===== config.mk =====
export PLATFORM = sky130hd
export DESIGN_NAME = os_yanit_birimi_flat
export DESIGN_NICKNAME = d
export VERILOG_FILES = /design/src/rtl/os_yanit_birimi_pkg.sv /design/src/rtl/os_yanit_birimi_if.sv /design/src/rtl/os_meta_fifo.sv /design/src/rtl/os_yanit_birimi.sv /design/src/flat_wrapper.sv
export SDC_FILE = /design/constraint.sdc
export NUM_CORES = 1
export LEC_CHECK = 0
export ABC_AREA = 1
export CAP_MARGIN = 20
export CORE_AREA = 4 4 90 113
export CTS_BUF_LIST = sky130_fd_sc_hd__clkbuf_16
export DETAILED_ROUTE_END_ITERATION = 7
export DIE_AREA = 0 0 94 117
export PLACE_DENSITY = 0.71
export SYNTH_ARGS = -nofsm -noshare
export SYNTH_HDL_FRONTEND = slang
export SYNTH_SLANG_ARGS = --single-unit
export TNS_END_PERCENT = 100

===== constraint.sdc =====
create_clock -name clk_i -period 3.8 [get_ports clk_i]
set_input_delay 0.76 -clock clk_i [delete_from_list [all_inputs] [get_ports clk_i]]
set_output_delay 0.76 -clock clk_i [all_outputs]
set_load 0.005 [all_outputs]

===== src/rtl/os_yanit_birimi_pkg.sv =====
// Shared types and decode helpers for the FPU response unit.
// Operation encoding, fflags/status types and the metadata entry layout.
package os_yanit_birimi_pkg;

  typedef enum logic [4:0] {
    OS_FADD, OS_FSUB, OS_FMUL, OS_FDIV, OS_FSQRT, OS_FMADD, OS_FMIN,
    OS_FMAX, OS_FSGNJ, OS_FCVT_W_S, OS_FCVT_WU_S, OS_FCVT_S_W,
    OS_FCVT_S_WU, OS_FMV_X, OS_FMV_W, OS_FEQ, OS_FLT, OS_FLE,
    OS_FCLASS, OS_FLW, OS_FSW
  } os_islem_t;

  typedef logic [4:0] fflags_t;

  typedef struct packed {
    logic nv;
    logic dz;
    logic of;
    logic uf;
    logic nx;
  } status_t;

  typedef struct packed {
    logic [4:0] rd;
    logic       tamsayi;
  } meta_t;

  localparam int META_W = 6;

  function automatic logic os_hedef_tamsayi(os_islem_t islem);
    logic sonuc;
    case (islem)
      OS_FCVT_W_S, OS_FCVT_WU_S, OS_FMV_X,
      OS_FEQ, OS_FLT, OS_FLE, OS_FCLASS: sonuc = 1'b1;
      default:                           sonuc = 1'b0;
    endcase
    return sonuc;
  endfunction

  // Loads and stores bypass the CVFPU, so they never produce a result here.
  function automatic logic os_cv_kullanir(os_islem_t islem);
    logic sonuc;
    case (islem)
      OS_FLW, OS_FSW: sonuc = 1'b0;
      default:        sonuc = 1'b1;
    endcase
    return sonuc;
  endfunction

  function automatic fflags_t durum_to_fflags(status_t durum);
    return {durum.nv, durum.dz, durum.of, durum.uf, durum.nx};
  endfunction

endpackage


===== src/rtl/os_yanit_birimi_if.sv =====
// CVFPU result channel and register-file writeback channel.
// slave is the response unit, master is its environment.
interface os_yanit_birimi_if #(
  parameter int XLEN = 32
);
  logic            cv_gecerli_i;
  logic            cv_hazir_o;
  logic [XLEN-1:0] cv_sonuc_i;
  logic [4:0]      cv_durum_i;
  logic            gy_gecerli_o;
  logic            gy_hazir_i;
  logic [4:0]      gy_rd_o;
  logic [XLEN-1:0] gy_veri_o;
  logic            gy_tamsayi_o;

  modport slave (
    input  cv_gecerli_i, cv_sonuc_i, cv_durum_i, gy_hazir_i,
    output cv_hazir_o, gy_gecerli_o, gy_rd_o, gy_veri_o, gy_tamsayi_o
  );

  modport master (
    output cv_gecerli_i, cv_sonuc_i, cv_durum_i, gy_hazir_i,
    input  cv_hazir_o, gy_gecerli_o, gy_rd_o, gy_veri_o, gy_tamsayi_o
  );
endinterface


===== src/rtl/os_meta_fifo.sv =====
// Synchronous FIFO for issue-time destination metadata.
// Writes into a full FIFO are ignored even when a read happens in the same cycle.
module os_meta_fifo #(
  parameter int DERINLIK = 4,
  parameter int GENISLIK = 6,
  localparam int PW = $clog2(DERINLIK),
  localparam int SW = $clog2(DERINLIK + 1)
) (
  input  logic                clk_i,
  input  logic                rst_i,
  input  logic                temizle_i,
  input  logic                yaz_i,
  input  logic                oku_i,
  input  logic [GENISLIK-1:0] veri_i,
  output logic [GENISLIK-1:0] veri_o,
  output logic                dolu_o,
  output logic                bos_o,
  output logic [SW-1:0]       sayi_o
);

  logic [GENISLIK-1:0] r_mem [DERINLIK];
  logic [PW-1:0]       r_yaz_ptr;
  logic [PW-1:0]       r_oku_ptr;
  logic [SW-1:0]       r_sayi;
  logic                w_dolu;
  logic                w_bos;
  logic                w_yaz;
  logic                w_oku;

  assign w_dolu = (r_sayi == SW'(DERINLIK));
  assign w_bos  = (r_sayi == {SW{1'b0}});
  assign w_yaz  = yaz_i & ~w_dolu & ~temizle_i;
  assign w_oku  = oku_i & ~w_bos & ~temizle_i;

  // Storage write port.
  always_ff @(posedge clk_i) begin
    if (w_yaz) begin
      r_mem[r_yaz_ptr] <= veri_i;
    end
  end

  // Pointers and occupancy; a flush empties the FIFO.
  always_ff @(posedge clk_i) begin
    if (rst_i || temizle_i) begin
      r_yaz_ptr <= {PW{1'b0}};
      r_oku_ptr <= {PW{1'b0}};
      r_sayi    <= {SW{1'b0}};
    end else begin
      if (w_yaz) begin
        r_yaz_ptr <= r_yaz_ptr + PW'(1);
      end
      if (w_oku) begin
        r_oku_ptr <= r_oku_ptr + PW'(1);
      end
      case ({w_yaz, w_oku})
        2'b10:   r_sayi <= r_sayi + SW'(1);
        2'b01:   r_sayi <= r_sayi - SW'(1);
        default: r_sayi <= r_sayi;
      endcase
    end
  end

  assign veri_o = r_mem[r_oku_ptr];
  assign dolu_o = w_dolu;
  assign bos_o  = w_bos;
  assign sayi_o = r_sayi;

endmodule


===== src/rtl/os_yanit_birimi.sv =====
// FPU response unit: pairs CVFPU results with issue metadata, presents ordered
// writebacks, accumulates fflags and discards results orphaned by a flush.
module os_yanit_birimi
  import os_yanit_birimi_pkg::*;
#(
  parameter int DERINLIK = 4,
  parameter int XLEN     = 32
) (
  input  logic              clk_i,
  input  logic              rst_i,
  input  logic              istek_gecerli_i,
  input  os_islem_t         istek_islem_i,
  input  logic [4:0]        istek_rd_i,
  output logic              dolu_o,
  os_yanit_birimi_if.slave  yb,
  input  logic              temizle_i,
  input  logic              fflags_yaz_i,
  input  fflags_t           fflags_veri_i,
  output fflags_t           fflags_o,
  output logic              mesgul_o,
  output logic              hata_o
);

  localparam int SW = $clog2(DERINLIK + 1);

  logic [SW-1:0]   w_sayi;
  logic            w_dolu;
  logic            w_bos;
  meta_t           w_meta_yaz;
  meta_t           w_meta_oku;
  logic            w_push;
  logic            w_atilacak_var;
  logic            w_cv_hazir;
  logic            w_cv_hs;
  logic            w_gy_hs;
  logic            w_at;
  logic            w_pop;
  logic            w_yetim;
  logic [SW:0]     w_toplam;
  logic [SW:0]     w_flush_fark;
  logic [SW-1:0]   w_atilacak_sonraki;
  fflags_t         w_fflags_taban;
  fflags_t         w_fflags_sonraki;

  logic [SW-1:0]   r_atilacak;
  logic            r_gecerli;
  logic [4:0]      r_rd;
  logic            r_tamsayi;
  logic [XLEN-1:0] r_veri;
  fflags_t         r_durum;
  fflags_t         r_fflags;
  logic            r_hata;

  assign w_meta_yaz = '{rd: istek_rd_i, tamsayi: os_hedef_tamsayi(istek_islem_i)};
  assign w_push     = istek_gecerli_i & os_cv_kullanir(istek_islem_i) & ~temizle_i;

  os_meta_fifo #(
    .DERINLIK (DERINLIK),
    .GENISLIK (META_W)
  ) u_meta_fifo (
    .clk_i     (clk_i),
    .rst_i     (rst_i),
    .temizle_i (temizle_i),
    .yaz_i     (w_push),
    .oku_i     (w_pop),
    .veri_i    (w_meta_yaz),
    .veri_o    (w_meta_oku),
    .dolu_o    (w_dolu),
    .bos_o     (w_bos),
    .sayi_o    (w_sayi)
  );

  assign w_atilacak_var = (r_atilacak != {SW{1'b0}});
  assign w_cv_hazir     = w_atilacak_var | ~r_gecerli | yb.gy_hazir_i;
  assign w_cv_hs        = yb.cv_gecerli_i & w_cv_hazir;
  assign w_gy_hs        = r_gecerli & yb.gy_hazir_i;
  assign w_at           = w_cv_hs & w_atilacak_var;
  assign w_pop          = w_cv_hs & ~w_atilacak_var & ~w_bos & ~temizle_i;
  assign w_yetim        = w_cv_hs & ~w_atilacak_var & w_bos & ~temizle_i;
  assign w_toplam       = {1'b0, w_sayi} + {1'b0, r_atilacak};

  // Everything queued or already owed becomes owed, minus a result consumed now.
  always_comb begin
    w_flush_fark = w_toplam;
    if (w_cv_hs && (w_toplam != {(SW+1){1'b0}})) begin
      w_flush_fark = w_toplam - (SW+1)'(1);
    end else begin
      w_flush_fark = w_toplam;
    end
  end

  // Discard counter next state.
  always_comb begin
    w_atilacak_sonraki = r_atilacak;
    if (temizle_i) begin
      if (w_flush_fark > (SW+1)'(DERINLIK)) begin
        w_atilacak_sonraki = SW'(DERINLIK);
      end else begin
        w_atilacak_sonraki = w_flush_fark[SW-1:0];
      end
    end else if (w_at) begin
      w_atilacak_sonraki = r_atilacak - SW'(1);
    end else begin
      w_atilacak_sonraki = r_atilacak;
    end
  end

  // Status is only accumulated when a writeback is actually accepted.
  always_comb begin
    w_fflags_taban   = fflags_yaz_i ? fflags_veri_i : r_fflags;
    w_fflags_sonraki = w_fflags_taban;
    if (w_gy_hs && !temizle_i) begin
      w_fflags_sonraki = w_fflags_taban | r_durum;
    end else begin
      w_fflags_sonraki = w_fflags_taban;
    end
  end

  // Discard counter, fflags and error pulse registers.
  always_ff @(posedge clk_i) begin
    if (rst_i) begin
      r_atilacak <= {SW{1'b0}};
      r_fflags   <= 5'b00000;
      r_hata     <= 1'b0;
    end else begin
      r_atilacak <= w_atilacak_sonraki;
      r_fflags   <= w_fflags_sonraki;
      r_hata     <= w_yetim;
    end
  end

  // Single-entry writeback register; a new load may coincide with acceptance.
  always_ff @(posedge clk_i) begin
    if (rst_i) begin
      r_gecerli <= 1'b0;
      r_rd      <= 5'b00000;
      r_tamsayi <= 1'b0;
      r_veri    <= {XLEN{1'b0}};
      r_durum   <= 5'b00000;
    end else if (temizle_i) begin
      r_gecerli <= 1'b0;
    end else if (w_pop) begin
      r_gecerli <= 1'b1;
      r_rd      <= w_meta_oku.rd;
      r_tamsayi <= w_meta_oku.tamsayi;
      r_veri    <= yb.cv_sonuc_i;
      r_durum   <= durum_to_fflags(status_t'(yb.cv_durum_i));
    end else if (w_gy_hs) begin
      r_gecerli <= 1'b0;
    end
  end

  assign yb.cv_hazir_o   = w_cv_hazir;
  assign yb.gy_gecerli_o = r_gecerli;
  assign yb.gy_rd_o      = r_rd;
  assign yb.gy_veri_o    = r_veri;
  assign yb.gy_tamsayi_o = r_tamsayi;
  assign dolu_o          = w_dolu;
  assign fflags_o        = r_fflags;
  assign hata_o          = r_hata;
  assign mesgul_o        = (w_sayi != {SW{1'b0}}) | w_atilacak_var | r_gecerli;

endmodule


===== src/flat_wrapper.sv =====
// flat-port wrapper written by rule: the top's interface ports become plain ports
module os_yanit_birimi_flat import os_yanit_birimi_pkg::*;
#(
  parameter int DERINLIK = 4,
  parameter int XLEN     = 32
)
  (clk_i, rst_i, istek_gecerli_i, istek_islem_i, istek_rd_i, dolu_o, temizle_i, fflags_yaz_i, fflags_veri_i, fflags_o, mesgul_o, hata_o, yb_cv_gecerli_i, yb_cv_sonuc_i, yb_cv_durum_i, yb_gy_hazir_i, yb_cv_hazir_o, yb_gy_gecerli_o, yb_gy_rd_o, yb_gy_veri_o, yb_gy_tamsayi_o);
  os_yanit_birimi_if #(.XLEN(XLEN)) yb_i ();
  input  logic clk_i;
  input  logic rst_i;
  input  logic istek_gecerli_i;
  input  os_islem_t istek_islem_i;
  input  logic [4:0] istek_rd_i;
  output logic dolu_o;
  input  logic temizle_i;
  input  logic fflags_yaz_i;
  input  fflags_t fflags_veri_i;
  output fflags_t fflags_o;
  output logic mesgul_o;
  output logic hata_o;
  input wire logic [$bits(yb_i.cv_gecerli_i)-1:0] yb_cv_gecerli_i;
  input wire logic [$bits(yb_i.cv_sonuc_i)-1:0] yb_cv_sonuc_i;
  input wire logic [$bits(yb_i.cv_durum_i)-1:0] yb_cv_durum_i;
  input wire logic [$bits(yb_i.gy_hazir_i)-1:0] yb_gy_hazir_i;
  output wire logic [$bits(yb_i.cv_hazir_o)-1:0] yb_cv_hazir_o;
  output wire logic [$bits(yb_i.gy_gecerli_o)-1:0] yb_gy_gecerli_o;
  output wire logic [$bits(yb_i.gy_rd_o)-1:0] yb_gy_rd_o;
  output wire logic [$bits(yb_i.gy_veri_o)-1:0] yb_gy_veri_o;
  output wire logic [$bits(yb_i.gy_tamsayi_o)-1:0] yb_gy_tamsayi_o;
  assign yb_i.cv_gecerli_i = yb_cv_gecerli_i;
  assign yb_i.cv_sonuc_i = yb_cv_sonuc_i;
  assign yb_i.cv_durum_i = yb_cv_durum_i;
  assign yb_i.gy_hazir_i = yb_gy_hazir_i;
  assign yb_cv_hazir_o = yb_i.cv_hazir_o;
  assign yb_gy_gecerli_o = yb_i.gy_gecerli_o;
  assign yb_gy_rd_o = yb_i.gy_rd_o;
  assign yb_gy_veri_o = yb_i.gy_veri_o;
  assign yb_gy_tamsayi_o = yb_i.gy_tamsayi_o;
  os_yanit_birimi #(.DERINLIK(DERINLIK), .XLEN(XLEN)) u_core (.clk_i(clk_i), .rst_i(rst_i), .istek_gecerli_i(istek_gecerli_i), .istek_islem_i(istek_islem_i), .istek_rd_i(istek_rd_i), .dolu_o(dolu_o), .yb(yb_i), .temizle_i(temizle_i), .fflags_yaz_i(fflags_yaz_i), .fflags_veri_i(fflags_veri_i), .fflags_o(fflags_o), .mesgul_o(mesgul_o), .hata_o(hata_o));
endmodule

## Word-level counts from Yosys, hierarchy flattened

Memories as Yosys holds them, arrays and structs flattened. A register that Yosys moved wholly into a read port is not among the register bits.
Index checks and enable logic that the tools add are counted.

- Add/sub/neg operators: 7
- Order comparisons: 1
- Equal/unequal tests: 12
- Mux-type cells: 13
- Bitwise operators: 24
- Reduce and logical (&&, ||, !) cells: 15

Operators by type and width:

| cell | count |
|---|---|
| $eq A5 B5 Y1 const B | 5 |
| $eq A5 B4 Y1 const B | 4 |
| $and A1 B1 Y1 | 14 |
| $mux W5 | 2 |
| $mux W3 | 3 |
| $reduce_or A7 Y1 | 1 |
| $mux W1 | 6 |
| $pmux W3 S2 | 1 |
| $reduce_bool A2 Y1 | 3 |
| $reduce_bool A3 Y1 | 2 |
| $sub A3 B1 Y3 const B | 2 |
| $not A1 Y1 | 5 |
| $or A5 B5 Y5 | 1 |
| $add A2 B1 Y2 const B | 2 |
| $add A3 B3 Y4 | 1 |
| $gt A4 B3 Y1 const B | 1 |
| $mux W4 | 1 |
| $or A1 B1 Y1 | 4 |
| $reduce_bool A4 Y1 | 1 |
| $reduce_or A2 Y1 | 2 |
| $sub A4 B1 Y4 const B | 1 |
| $add A3 B1 Y3 const B | 1 |
| $eq A3 B3 Y1 const B | 1 |
| $logic_not A3 Y1 | 1 |
| 6 further kinds | 7 |

- Register bits: 54
- Bits in writable memories: 24
- Bits of input ports: 59
- Output and inout port bits: 48
- Word-level logic and storage cells: 82
- Memories kept: 1

Memories:

| name | words | bits a word | rd ports | clocked after memory_dff | write ports | line | source |
|---|---|---|---|---|---|---|---|
| u_core.u_meta_fifo.r_mem | 4 | 6 | 1 | 1 | 1 | os_meta_fifo.sv:21 | `logic [GENISLIK-1:0] r_mem [DERINLIK];` |

## Depth between registers and ports, before layout

- Word-level depth: 11
- Depth in mapped cells: 19
- Mapped depth without buffers: 18

## Cells and area by module

A second synthesis with hierarchy kept.

- Cells, all modules: 444
- Area, all modules: 3702.3 um^2

By module, submodules not included:

| module | instances | cells an instance | area each (um^2) |
|---|---|---|---|
| os_yanit_birimi | 1 | 313 | 2294.7 |
| os_meta_fifo | 1 | 131 | 1407.6 |

## Worst setup path before layout

Ideal clock, no wire load.

- Path kind: input-to-reg
- Start point: input port yb_gy_hazir_i
- End point: register u_core.u_meta_fifo.r_sayi[2] (netlist: u_core.u_meta_fifo.sayi_o[2])
- Library setup time: 0.122 ns
- Arrival time: 2.401 ns
- Slack: 1.277 ns
- Cell stages on the path: 16
- Path buffers: 1
- Cells stage by stage: nor2_2 nand2_2 nand2_2 clkinv_2 nand2_2 nor2_4 nand2_4 inv_4 buf_4 ha_1 inv_1 fa_1 a21oi_1 o21ai_0 o21ai_0 a21oi_1

- Word-level cells in the longest chain between the ends: 9
- Elaborated cells between the ends (all ways): 11
- Those cells by class: eq/ne (2); mux (1); bitwise (7); reduce/logical (1)

Ends and longest elaborated chain:

| what | line | source |
|---|---|---|
| start, declared | flat_wrapper.sv:24 | `input wire logic [$bits(yb_i.gy_hazir_i)-1:0] yb_gy_hazir_i;` |
| $or A1 B1 Y1 * | os_yanit_birimi.sv:74 | `assign w_cv_hazir = w_atilacak_var \| ~r_gecerli \| yb.gy_hazir_i;` |
| net yb_cv_hazir_o | flat_wrapper.sv:25 | `output wire logic [$bits(yb_i.cv_hazir_o)-1:0] yb_cv_hazir_o;` |
| $and A1 B1 Y1 * | os_yanit_birimi.sv:75 | `assign w_cv_hs = yb.cv_gecerli_i & w_cv_hazir;` |
| $and A1 B1 Y1 * (3 in a row) | os_yanit_birimi.sv:78 | `assign w_pop = w_cv_hs & ~w_atilacak_var & ~w_bos & ~temizle_i;` |
| $and A1 B1 Y1 * (2 in a row) | os_meta_fifo.sv:33 | `assign w_oku = oku_i & ~w_bos & ~temizle_i;` |
| net u_core.u_meta_fifo.w_oku | os_meta_fifo.sv:28 | `logic w_oku;` |
| $eq A2 B1 Y1 or $eq A2 B2 Y1 (tied branches) | os_meta_fifo.sv:55 | `case ({w_yaz, w_oku})` |
| $pmux W3 S2 or $reduce_bool A2 Y1 (tied branches) | - |  |
| end signal, assigned | os_meta_fifo.sv:56 | `2'b10: r_sayi <= r_sayi + SW'(1);` |
| end signal, assigned | os_meta_fifo.sv:57 | `2'b01: r_sayi <= r_sayi - SW'(1);` |
| end signal, assigned | os_meta_fifo.sv:58 | `default: r_sayi <= r_sayi;` |
| end, declared | os_meta_fifo.sv:24 | `logic [SW-1:0] r_sayi;` |

The timed path passes the listed nets; every way through them passes the cells marked *.
A chain may end at the register's enable or synchronous reset.

## Worst setup path in the final report

- Start point: input port temizle_i
- End point: register u_core.u_meta_fifo.r_sayi[2] (netlist: u_core.u_meta_fifo.sayi_o[2])

- Word-level cells in the longest chain between the ends: 6
- Elaborated cells between the ends (all ways): 12
- Those cells by class: eq/ne (2); mux (1); bitwise (7); reduce/logical (2)

Ends and longest elaborated chain:

| what | line | source |
|---|---|---|
| start, declared | flat_wrapper.sv:15 | `input logic temizle_i;` |
| $not A1 Y1 | - |  |
| $and A1 B1 Y1 (on tied branches) | os_yanit_birimi.sv:78, os_yanit_birimi.sv:55 |  |
| $and A1 B1 Y1 (on tied branches) (2 in a row) | os_meta_fifo.sv:33, os_meta_fifo.sv:32 |  |
| $eq A2 B1 Y1 or $eq A2 B2 Y1 (tied branches) | os_meta_fifo.sv:55 |  |
| $pmux W3 S2 or $reduce_bool A2 Y1 (tied branches) | - |  |

Parallel ways exist; a longest one is shown, timed or not.

==> qor.txt <==
Pre-CTS setup slack: 758.0 ps
P&R area growth vs syn: 38.80%
Final WL: 8479 um
CTS Buf Count: 9
Capturing element type of the critical path: register
Clock latency on the worst-skew pair: 340 ps
Post-route ant nets: 0
GPL Wtd Cong: 0.8471
Number of synthesized flops with an enable pin: 24
Synth top area share: 33.59%
Maximum fanout along the worst path: 9
Max-slew headroom: 54.14%
Die H: 117 um
Yosys warnings: 0
Fin nets: 594
Seq cells post-synth: 84
Clk Tree Root Cell: clkbuf_16
Gr usage total: 15.99%
Pin count of the biggest net entering global routing: 53
Post-CTS Setup Inserts: 0
Req. time, crit path: 4030 ps
Cell Pwr Density: 400.5 nW/um^2
Mean Syn Cell Area: 8.514 sq um
Avg WL per Cell: 13.04 um
Layout Cells excl Fill: 650
Synth area leader: dfxtp_1
CORE AREA: 9076 sq um
Pins Over Slew Limit: 0
Max_cap viols: 0
H-tree depth: 3
Synth top cells by count: nor2_1 (119), dfxtp_1 (60), o21ai_1 (47), nand2_1 (35), inv_1 (25)
N_diodes: 0
IO Count: 107
Crit share post-route: 71.49%
Clk sinks: 84
Net count after synthesis: 492
Setup-failing EPs final: 0
Netlist cell types: 31
Least-Margin Pin Slew: 686.9 ps
Layout cell share with drive strength beyond 1: 6.452%
Port Buffers: 106
Hold buffer count at cts: 0
Sequential fraction of the synthesis area: 53.74%
DP Wirelength: 6365 um
Cts repair resizes: 0
Drc violations: 0
CTS tree: built
Worst hold path type: register to register
First-pass GRT wire length: 13770 um
Fraction of registers with async set/reset: 0%
Crit path arrival time: 2940 ps
FP Rows: 39
Initial antenna violation count: 0
Initial Utilization: 39.40%
Die ar.: 11000 sq um
Tmin final: 2717 ps
Pleak: 0.001874 uW
Via Count: 3060
Max Clock Skew: 9.311 ps
Worst-path clk slew: 60 ps
Synth Flop Type: dfxtp_1
Status: finished, final reports clean
Pwr Total: 1988 uW
RSZ-0062 raised after global routing: false
Max Root-Sink Buffers: 2
Worst VDD drop: 0.2274 mV
Fmax: 0.3681 GHz
Final Hold Viols: 0
Most frequent cell after synthesis: nor2_1
First drt pass iteration count: 4
Fin Setup TNS: 0 ps
Inst Count DP: 634
CP Class: input pin to register
Vias in the first global route: 3031
Slack of the critical path: 1083 ps
GR Overflow Total: 0
Number of vias per cell: 4.708
Worst hold slack: 467.2 ps
Cells after Synth: 420
Mapped Area: 3576 sq um
Chip Width: 94 um
Startpoint Class: input pin
Synth area leaders: dfxtp_1 (34%), edfxtp_1 (20%), nor2_1 (12%)
Initial DRC Count: 120
==> sequential cells by signal, indices dropped and copies added, names as in the netlist <==
signal,count
u_core.yb.gy_rd_o,5
u_core.u_meta_fifo.r_oku_ptr,2
u_core.yb.gy_tamsayi_o,1
u_core.u_meta_fifo.sayi_o,3
u_core.yb.gy_veri_o,32
u_core.hata_o,1
u_core.r_atilacak,3
u_core.r_durum,5
u_core.yb.gy_gecerli_o,1
u_core.u_meta_fifo.r_mem,24
u_core.fflags_o,5
u_core.u_meta_fifo.r_yaz_ptr,2
==> layer usage <==
metal | up-vias | GRT usage, % | part of all wire, %
met1 | 1377 | 17.74 | 42
met3 | 14 | 4.795 | 6.2
met5 | - | 0 | 0
met2 | 88 | 28.71 | 50
li1 | 1581 | - | -
met4 | 0 | 6.166 | 2.0
==> metrics by stage <==
step	util (%)	area (sq um)
detailed placement	51.72	4695
finish	54.69	4964
global route	54.69	4964
CTS	54.69	4964
floorplan	-	3576
global placement	51.72	4695
==> where the power goes <==
part           switching [uW]  internal, uW
Sequential               11.7           942
Clock                     343           439
Combinational             123           128
Total                     479          1510
==> layout by cell type, fill, tap and decap left out <==
cell type        count
buf_4                2
nand3_1              7
xnor2_1              1
clkinv_1             1
clkbuf_16            9
nand4_1              1
nor2_4               1
nand2_4              1
o21ai_0             20
o21ai_1             47
inv_4                1
clkinv_2             4
nor3_1               2
nor2_1             119
clkinv_4             1
inv_2                8
inv_1               26
dfxtp_1             60
a21oi_1             16
clkinvlp_4           1
nand2_2              4
a31oi_1              7
xor2_1               1
mux2i_1              5
ha_1                11
nor2_2               1
edfxtp_1            24
clkdlybuf4s50_1    106
o311ai_0             1
o31ai_1              1
fa_1                 2
inv_6                1
nand2_1             35
==> worst paths after layout <==
kind	from	end	slack [ps]	cells past startpoint
worst max-delay path	temizle_i	u_core.u_meta_fifo.sayi_o[2]	1080	12
worst min-delay path	u_core.r_durum[1]	u_core.fflags_o[1]	470	2
worst max register to register	u_core.r_atilacak[0]	u_core.u_meta_fifo.sayi_o[2]	1350	18
worst min register to register	u_core.r_durum[1]	u_core.fflags_o[1]	470	2
==> final cells by class <==
cell class                 count  area (sq um)
clock buffer                   9         225.2
timing repair buffer         108          1076
fill                         854          4113
clock inverter                 7         43.79
multi-input combinational    283          1404
sequential                    84          1922
inverter                      36         138.9
tap                          123         153.9
==> critical path, stage by stage <==
cell	delay (ps)
clkdlybuf4s50_1	600
inv_2	110
nand2_1	70
nor2_1	40
nand2_1	230
ha_1	190
inv_1	70
fa_1	390
a21oi_1	150
o21ai_0	120
o21ai_0	170
a21oi_1	50
==> logic make-up after synthesis <==
group                    count (synthesis)  synth area share (%)
multiplexers                             5                 1.400
XOR/XNOR                                 2                0.4899
AO/OA/AOI/OAI                           92                 13.30
adder cells (fa/ha/maj)                 13                 4.968
flip-flops                              84                 53.74
buffers and inverters                   53                 6.998
AND/OR/NAND/NOR                        171                 19.10
Power figures use the tool's default switching activity.
